**src/rtl/bsg_dfi_cmd_sched.sv**
```systemverilog
// rtl/bsg_dfi_cmd_sched.sv - closed-page DFI command scheduler, one access per ACT/PRE pair
//
// Arbitrates between one write and one read request port (round-robin on ties),
// then issues ACT, WR/RD, data-beat enables and PRE on a registered DFI command bus.
// Ports:
//   clk_i, reset_i                      : DFI 1x clock, synchronous active-high reset
//   wr_v_i/wr_bank_i/wr_row_i/wr_col_i  : write request, accepted with wr_ready_o
//   rd_v_i/rd_bank_i/rd_row_i/rd_col_i  : read request, accepted with rd_ready_o
//   dfi_bank_o/dfi_address_o            : DFI bank and address (0 on NOP)
//   dfi_cs_n_o/ras_n/cas_n/we_n         : DFI command, active low
//   dfi_wrdata_en_o/dfi_rddata_en_o     : data beat enables
//   busy_o                              : scheduler not idle
module bsg_dfi_cmd_sched #(
  parameter int trcd_p      = 3,
  parameter int trp_p       = 3,
  parameter int twr_p       = 4,
  parameter int wrlat_p     = 2,
  parameter int rdlat_p     = 3,
  parameter int burst_len_p = 2
) (
  input  logic        clk_i,
  input  logic        reset_i,
  input  logic        wr_v_i,
  input  logic [2:0]  wr_bank_i,
  input  logic [15:0] wr_row_i,
  input  logic [15:0] wr_col_i,
  output logic        wr_ready_o,
  input  logic        rd_v_i,
  input  logic [2:0]  rd_bank_i,
  input  logic [15:0] rd_row_i,
  input  logic [15:0] rd_col_i,
  output logic        rd_ready_o,
  output logic [2:0]  dfi_bank_o,
  output logic [15:0] dfi_address_o,
  output logic        dfi_cs_n_o,
  output logic        dfi_ras_n_o,
  output logic        dfi_cas_n_o,
  output logic        dfi_we_n_o,
  output logic        dfi_wrdata_en_o,
  output logic        dfi_rddata_en_o,
  output logic        busy_o
);

  // Cycles from the CAS command to the PRE command for each direction.
  localparam int wr_span_lp  = wrlat_p + burst_len_p + twr_p;
  localparam int rd_span_lp  = rdlat_p + burst_len_p;
  localparam int span_max_lp = (wr_span_lp > rd_span_lp) ? wr_span_lp : rd_span_lp;
  localparam int tim_max_lp  = (trcd_p > trp_p) ? trcd_p : trp_p;
  localparam int cnt_max_lp  = (span_max_lp > tim_max_lp) ? span_max_lp : tim_max_lp;
  localparam int cnt_w_lp    = $clog2(cnt_max_lp + 1);

  typedef logic [cnt_w_lp-1:0] cnt_t;

  // Terminal counts: each timed state exits when the counter hits its "last" value.
  localparam cnt_t trcd_last_lp = cnt_t'((trcd_p > 1) ? trcd_p - 2 : 0);
  localparam cnt_t trp_last_lp  = cnt_t'(trp_p - 1);
  localparam cnt_t wr_last_lp   = cnt_t'(wr_span_lp - 1);
  localparam cnt_t rd_last_lp   = cnt_t'(rd_span_lp - 1);
  localparam cnt_t wr_beg_lp    = cnt_t'(wrlat_p);
  localparam cnt_t wr_end_lp    = cnt_t'(wrlat_p + burst_len_p);
  localparam cnt_t rd_beg_lp    = cnt_t'(rdlat_p);
  localparam cnt_t rd_end_lp    = cnt_t'(rdlat_p + burst_len_p);

  localparam logic [3:0] cmd_nop = 4'b1111;
  localparam logic [3:0] cmd_act = 4'b0011;
  localparam logic [3:0] cmd_wr  = 4'b0100;
  localparam logic [3:0] cmd_rd  = 4'b0101;
  localparam logic [3:0] cmd_pre = 4'b0010;

  typedef enum logic [2:0] {
    s_idle, s_act, s_trcd, s_cas, s_data, s_pre, s_trp
  } state_e;

  state_e      state_r, state_n;
  cnt_t        cnt_r, cnt_n;
  logic        last_wr_r;
  logic        is_wr_r;
  logic [2:0]  bank_r;
  logic [15:0] col_r;

  logic        idle, grant_wr, grant_rd, hs;
  logic [2:0]  hs_bank;
  logic [15:0] hs_row, hs_col;
  logic [3:0]  cmd_n;
  logic [2:0]  bank_n;
  logic [15:0] addr_n;
  logic        wren_n, rden_n, in_win;
  cnt_t        data_last, beat_beg, beat_end;

  // Arbitration: the pointer remembers the last grant, so a tie goes to the other side.
  assign idle       = (state_r == s_idle);
  assign grant_wr   = wr_v_i & (~rd_v_i | ~last_wr_r);
  assign grant_rd   = rd_v_i & (~wr_v_i | last_wr_r);
  assign wr_ready_o = idle & ~reset_i & grant_wr;
  assign rd_ready_o = idle & ~reset_i & grant_rd;
  assign hs         = wr_ready_o | rd_ready_o;
  assign hs_bank    = grant_wr ? wr_bank_i : rd_bank_i;
  assign hs_row     = grant_wr ? wr_row_i  : rd_row_i;
  assign hs_col     = grant_wr ? wr_col_i  : rd_col_i;
  assign busy_o     = ~idle;

  assign data_last = is_wr_r ? wr_last_lp : rd_last_lp;
  assign beat_beg  = is_wr_r ? wr_beg_lp  : rd_beg_lp;
  assign beat_end  = is_wr_r ? wr_end_lp  : rd_end_lp;

  // Next-state logic. In DATA the counter holds cycles elapsed since CAS.
  always_comb begin
    state_n = state_r;
    cnt_n   = cnt_r + cnt_t'(1);
    case (state_r)
      s_idle: begin
        cnt_n = '0;
        if (hs) state_n = s_act;
      end
      s_act: begin
        cnt_n   = '0;
        state_n = (trcd_p > 1) ? s_trcd : s_cas;
      end
      s_trcd: begin
        if (cnt_r == trcd_last_lp) begin
          state_n = s_cas;
          cnt_n   = '0;
        end
      end
      s_cas: begin
        state_n = s_data;
        cnt_n   = cnt_t'(1);
      end
      s_data: begin
        if (cnt_r == data_last) begin
          state_n = s_pre;
          cnt_n   = '0;
        end
      end
      s_pre: begin
        state_n = s_trp;
        cnt_n   = '0;
      end
      s_trp: begin
        if (cnt_r == trp_last_lp) begin
          state_n = s_idle;
          cnt_n   = '0;
        end
      end
      default: begin
        state_n = s_idle;
        cnt_n   = '0;
      end
    endcase
  end

  // DFI outputs are a registered decode of the next state, so the bus always
  // shows the command of the state currently held in state_r. ACT is only ever
  // entered from IDLE, so its row comes straight from the handshaking port and
  // the row never has to be held.
  always_comb begin
    cmd_n  = cmd_nop;
    bank_n = '0;
    addr_n = '0;
    case (state_n)
      s_act: begin
        cmd_n  = cmd_act;
        bank_n = hs_bank;
        addr_n = hs_row;
      end
      s_cas: begin
        cmd_n  = is_wr_r ? cmd_wr : cmd_rd;
        bank_n = bank_r;
        addr_n = col_r;
      end
      s_pre: begin
        cmd_n  = cmd_pre;
        bank_n = bank_r;
      end
      default: ;
    endcase
    in_win = (cnt_n >= beat_beg) && (cnt_n < beat_end);
    wren_n = (state_n == s_data) && is_wr_r && in_win;
    rden_n = (state_n == s_data) && !is_wr_r && in_win;
  end

  always_ff @(posedge clk_i) begin
    if (reset_i) begin
      state_r         <= s_idle;
      cnt_r           <= '0;
      last_wr_r       <= 1'b1;
      is_wr_r         <= 1'b0;
      bank_r          <= '0;
      col_r           <= '0;
      {dfi_cs_n_o, dfi_ras_n_o, dfi_cas_n_o, dfi_we_n_o} <= cmd_nop;
      dfi_bank_o      <= '0;
      dfi_address_o   <= '0;
      dfi_wrdata_en_o <= 1'b0;
      dfi_rddata_en_o <= 1'b0;
    end else begin
      state_r <= state_n;
      cnt_r   <= cnt_n;
      if (hs) begin
        last_wr_r <= grant_wr;
        is_wr_r   <= grant_wr;
        bank_r    <= hs_bank;
        col_r     <= hs_col;
      end
      {dfi_cs_n_o, dfi_ras_n_o, dfi_cas_n_o, dfi_we_n_o} <= cmd_n;
      dfi_bank_o      <= bank_n;
      dfi_address_o   <= addr_n;
      dfi_wrdata_en_o <= wren_n;
      dfi_rddata_en_o <= rden_n;
    end
  end

endmodule

```
**config.mk**
```make
export PLATFORM = sky130hd
export DESIGN_NAME = bsg_dfi_cmd_sched
export DESIGN_NICKNAME = d
export VERILOG_FILES = /design/src/rtl/bsg_dfi_cmd_sched.sv
export SDC_FILE = /design/constraint.sdc
export NUM_CORES = 1
export LEC_CHECK = 0
export ABC_AREA = 1
export CAP_MARGIN = 40
export CORE_MARGIN = 2
export CORE_UTILIZATION = 40
export CTS_CLUSTER_DIAMETER = 200
export CTS_CLUSTER_SIZE = 14
export DETAILED_ROUTE_END_ITERATION = 7
export GPL_ROUTABILITY_DRIVEN = 1
export PLACE_DENSITY = 0.86
export SLEW_MARGIN = 15
export SYNTH_ARGS = -nofsm -noshare
export SYNTH_HDL_FRONTEND = slang
export SYNTH_SLANG_ARGS = --single-unit
```
**constraint.sdc**
```tcl
create_clock -name clk_i -period 1.6 [get_ports clk_i]
set_input_delay 0.32 -clock clk_i [delete_from_list [all_inputs] [get_ports clk_i]]
set_output_delay 0.32 -clock clk_i [all_outputs]
set_load 0.03 [all_outputs]
```
==> results.yml <==
power:
  powerDensity_mw_per_mm2: 901
  pwr-share-seq_pct: 39.0
  p_sw_share_pct: 33.7
  power_switching_w: 0.00134
  pwr-share-comb_pct: 37.5
  p_clk_share_pct: 23.5
  intPower_w: 0.00263
  irDropWorstVdd_v: 0.000487
  leakagePower_nw: 1.87
timing:
  finalClockSkew_ns: 0.0135
  worstMarginPinSlew_ns: 0.381
  max_clock_freq_ghz: 0.559
  hold_viol_final: 0
  relSlewSlack_pct: 74.5
  setup_violations: 7
  fin_ws_ns: -0.190
  post-route-period-util_pct: 112
  rsz0062_at_grt: "yes"
  min_period_ns: 1.79
  final_max_slew_viol_count: 0
outcome:
  violations: "DRC, setup timing"
  status: "finished with violations"
detailed_routing:
  avgRoutedWirePerCell_um: 16.2
  drc: 7
  drt-pass1-iter-count: 7
  via_count: 2941
  drt-initial-drc-count: 172
  postRouteWirelength_mm: 8.81
  via_per_inst: 5.41
  ant_nets: 0
floorplanning:
  fp.dieArea_mm2: 0.00736
  start_util_pct: 41.7
  die_x_um: 85.8
  ios: 102
  fp.dieH_um: 85.8
  design.core.area_mm2: 0.00642
  rows: 29
clock_network:
  ctsHtreeMaxLevel: 2
  clkTransAtPathRegs_ns: 0.09
  ctsRootBufferMaster: "clkbuf_8"
  insertion_delay_ns: 0.31
  hold_buffers: 0
  cts.sinks: 53
  cts.path.max_buffers: 2
  cts_made_buffers: 5
  cts_tree: "yes"
setup_path:
  r2r_slack_ns: -0.19
  worstPathCellList: "inv_4 > ha_4 > nand3_2 > nand2_2 > nand3_2 > nand2_2 > inv_2 > nor2_2 > ha_1 > inv_1 > nand2_1 > nand2_1 > nand2_1 > nand3_2 > nor2_2"
  slowest_stage: "dfxtp_4"
  cp_max_fo: 5
  worstSetupPathType: "reg2reg"
  cp.required_ns: 1.80
  start_kind: "register"
  end_kind: "register"
  max_stage_delay_ns: 0.42
  arrival_ns: 1.99
yosys:
  synth_mux_area_share_pct: 0
  syn_area_mm2: 0.00268
  synth-simple-area-share_pct: 23.1
  yosys.cell_count.top_type: "dfxtp_1"
  yosys-top-cells-area: "dfxtp_1 (40%), nand3_1 (8.6%), nand2_1 (6.2%)"
  synth_top_area_share_pct: 39.7
  ys_ff_latch: 53
  synthCells: 327
  synth_top_family_by_area: "compound AO/OA/AOI/OAI gates"
  synthTopCellsByCount: "dfxtp_1 (53), nand3_1 (46), nand2_1 (44), nor2_1 (30), a21oi_1 (22)"
  synthAdderAreaFrac_pct: 1.87
  async_reset_ff_share_pct: 0
  synth_edf_count: 0
  syn_nets: 405
  synth-compound-area-share_pct: 26.3
  seq_area_frac_synth_pct: 39.7
  ys_types: 30
  synth_largest_area_cell: "dfxtp_1"
  synth_xor_xnor_area_share_pct: 0.327
  synth_ff_type: "dfxtp_1"
  ys.warnings.count: 0
  avgSynthCellArea_um2: 8.18
final_layout:
  layout.nets: 544
  drive_above_1_share_pct: 30.6
  area_delta_synth_final_pct: 64.8
  instances_no_fill: 544
  antenna_cells: 0
  postLayoutCoreUtil_pct: 68.7
  design_area_mm2: 0.00441
hold_path:
  holdCritPathClass: "reg2reg"
grt:
  grt_overflow: 0
  grt_start_max_net_pins: 40
  grt_pass1_vias: 2715
  grt.total_usage_pct: 21.9
  grt_antenna_before_repair: 0
  grt_pass1_wl_mm: 12.9
placement:
  dp_hpwl_mm: 5.65
  dp.cells: 515
  gp_congestion: 0.884
  port_buffers: 101
  dpl-instance-area_mm2: 0.00395
run:
  max_cap_violations: 0
[critical path: cells and delay by family, from the launching register on]
kind	cells	cell delay (ns)
fa+ha+maj	2	0.43
simple gates	10	0.66
buf+inv	3	0.16
flops	1	0.42
[through the flow]
stage | hold slack [ns] | TNS, ns | total power, W | worst slack [ns]
5_1_grt | 0.496 | -1.19 | 0.00413 | -0.287
3_5_place_dp | 0.458 | -11.76 | 0.00282 | -0.313
3_3_place_gp | 0.456 | -11.11 | 0.00279 | -0.288
2_1_floorplan | 0.385 | 0 | 0.00228 | 0.000888
6_report | 0.473 | -0.538 | 0.00397 | -0.190
4_1_cts | 0.473 | -0.367 | 0.00379 | -0.0855
[layout by cell type (no fill, tap or decap), types with 3 or more instances in the layout]
cell type	synthesis	layout
dlymetal6s2s_1	0	3
nand4_1	3	3
inv_4	0	3
a31oi_1	17	17
a21oi_1	22	22
dfxtp_1	53	46
dfxtp_2	0	4
o21ai_0	21	20
nor2_4	3	5
o31ai_2	9	8
nand2_1	44	35
nand3_1	46	39
nor2_2	1	6
dlygate4sd2_1	0	24
clkbuf_8	0	5
nand3_2	0	6
o31ai_4	7	8
o211ai_4	3	3
nor2_1	30	23
o211ai_1	3	3
nand2_2	3	10
inv_1	20	14
buf_12	1	3
buf_4	2	50
dfxtp_4	0	3
inv_2	6	8
clkdlybuf4s50_1	0	71
[timing repair]
item,CTS,global route
setup buffers,12,7
gates resized for setup,55,24
setup endpoints to repair,28,48
gates cloned,0,2
pin swaps,13,11
[per-layer routing]
layer,GRT usage (%),wire length [um],vias to the layer above
met4,6.20,215,0
li1,-,-,1407
met3,3.46,630,18
met2,37.8,4390,152
met1,28.5,3570,1364
met5,0,0,-
[cells by family after synthesis]
| family | after synthesis |
|---|---|
| compound gates | 86 |
| xor+xnor | 1 |
| fa+ha+maj | 4 |
| buf+inv | 49 |
| flops | 53 |
| simple gates | 134 |
[power by group through the flow]
stage | clock [W] | combinational (W) | sequential, W
after floorplan | 0 | 0.000608 | 0.00167
after global placement | 0 | 0.00123 | 0.00157
after detailed placement | 0 | 0.00125 | 0.00157
after CTS | 0.000938 | 0.00131 | 0.00154
after global routing | 0.000985 | 0.00158 | 0.00156
final | 0.000932 | 0.00149 | 0.00155
[cell type report]
type	instances	area, um^2
Clock inverter	3	43.8
Clock buffer	5	68.8
Sequential cell	53	1080
Fill cell	461	2010
Tap cell	77	96.3
Inverter	26	110
Timing Repair Buffer	155	1470
Multi-Input combinational cell	225	1550
[sequential cells by signal (all words and copies together), names as in the netlist, 3 cells and up]
signal / cells
state_r: 3
cnt_r: 4
bank_r: 3
dfi_bank_o: 3
dfi_address_o: 16
col_r: 16
[worst paths after layout]
check	from	endpoint	depth (start not counted)
hold / removal	bank_r[1]	bank_r[1]	2
setup reg to reg	cnt_r[0]	dfi_wrdata_en_o	15
hold reg to reg	bank_r[1]	bank_r[1]	2
setup / recovery	cnt_r[0]	dfi_wrdata_en_o	15
(Power assumes the default switching activity.)
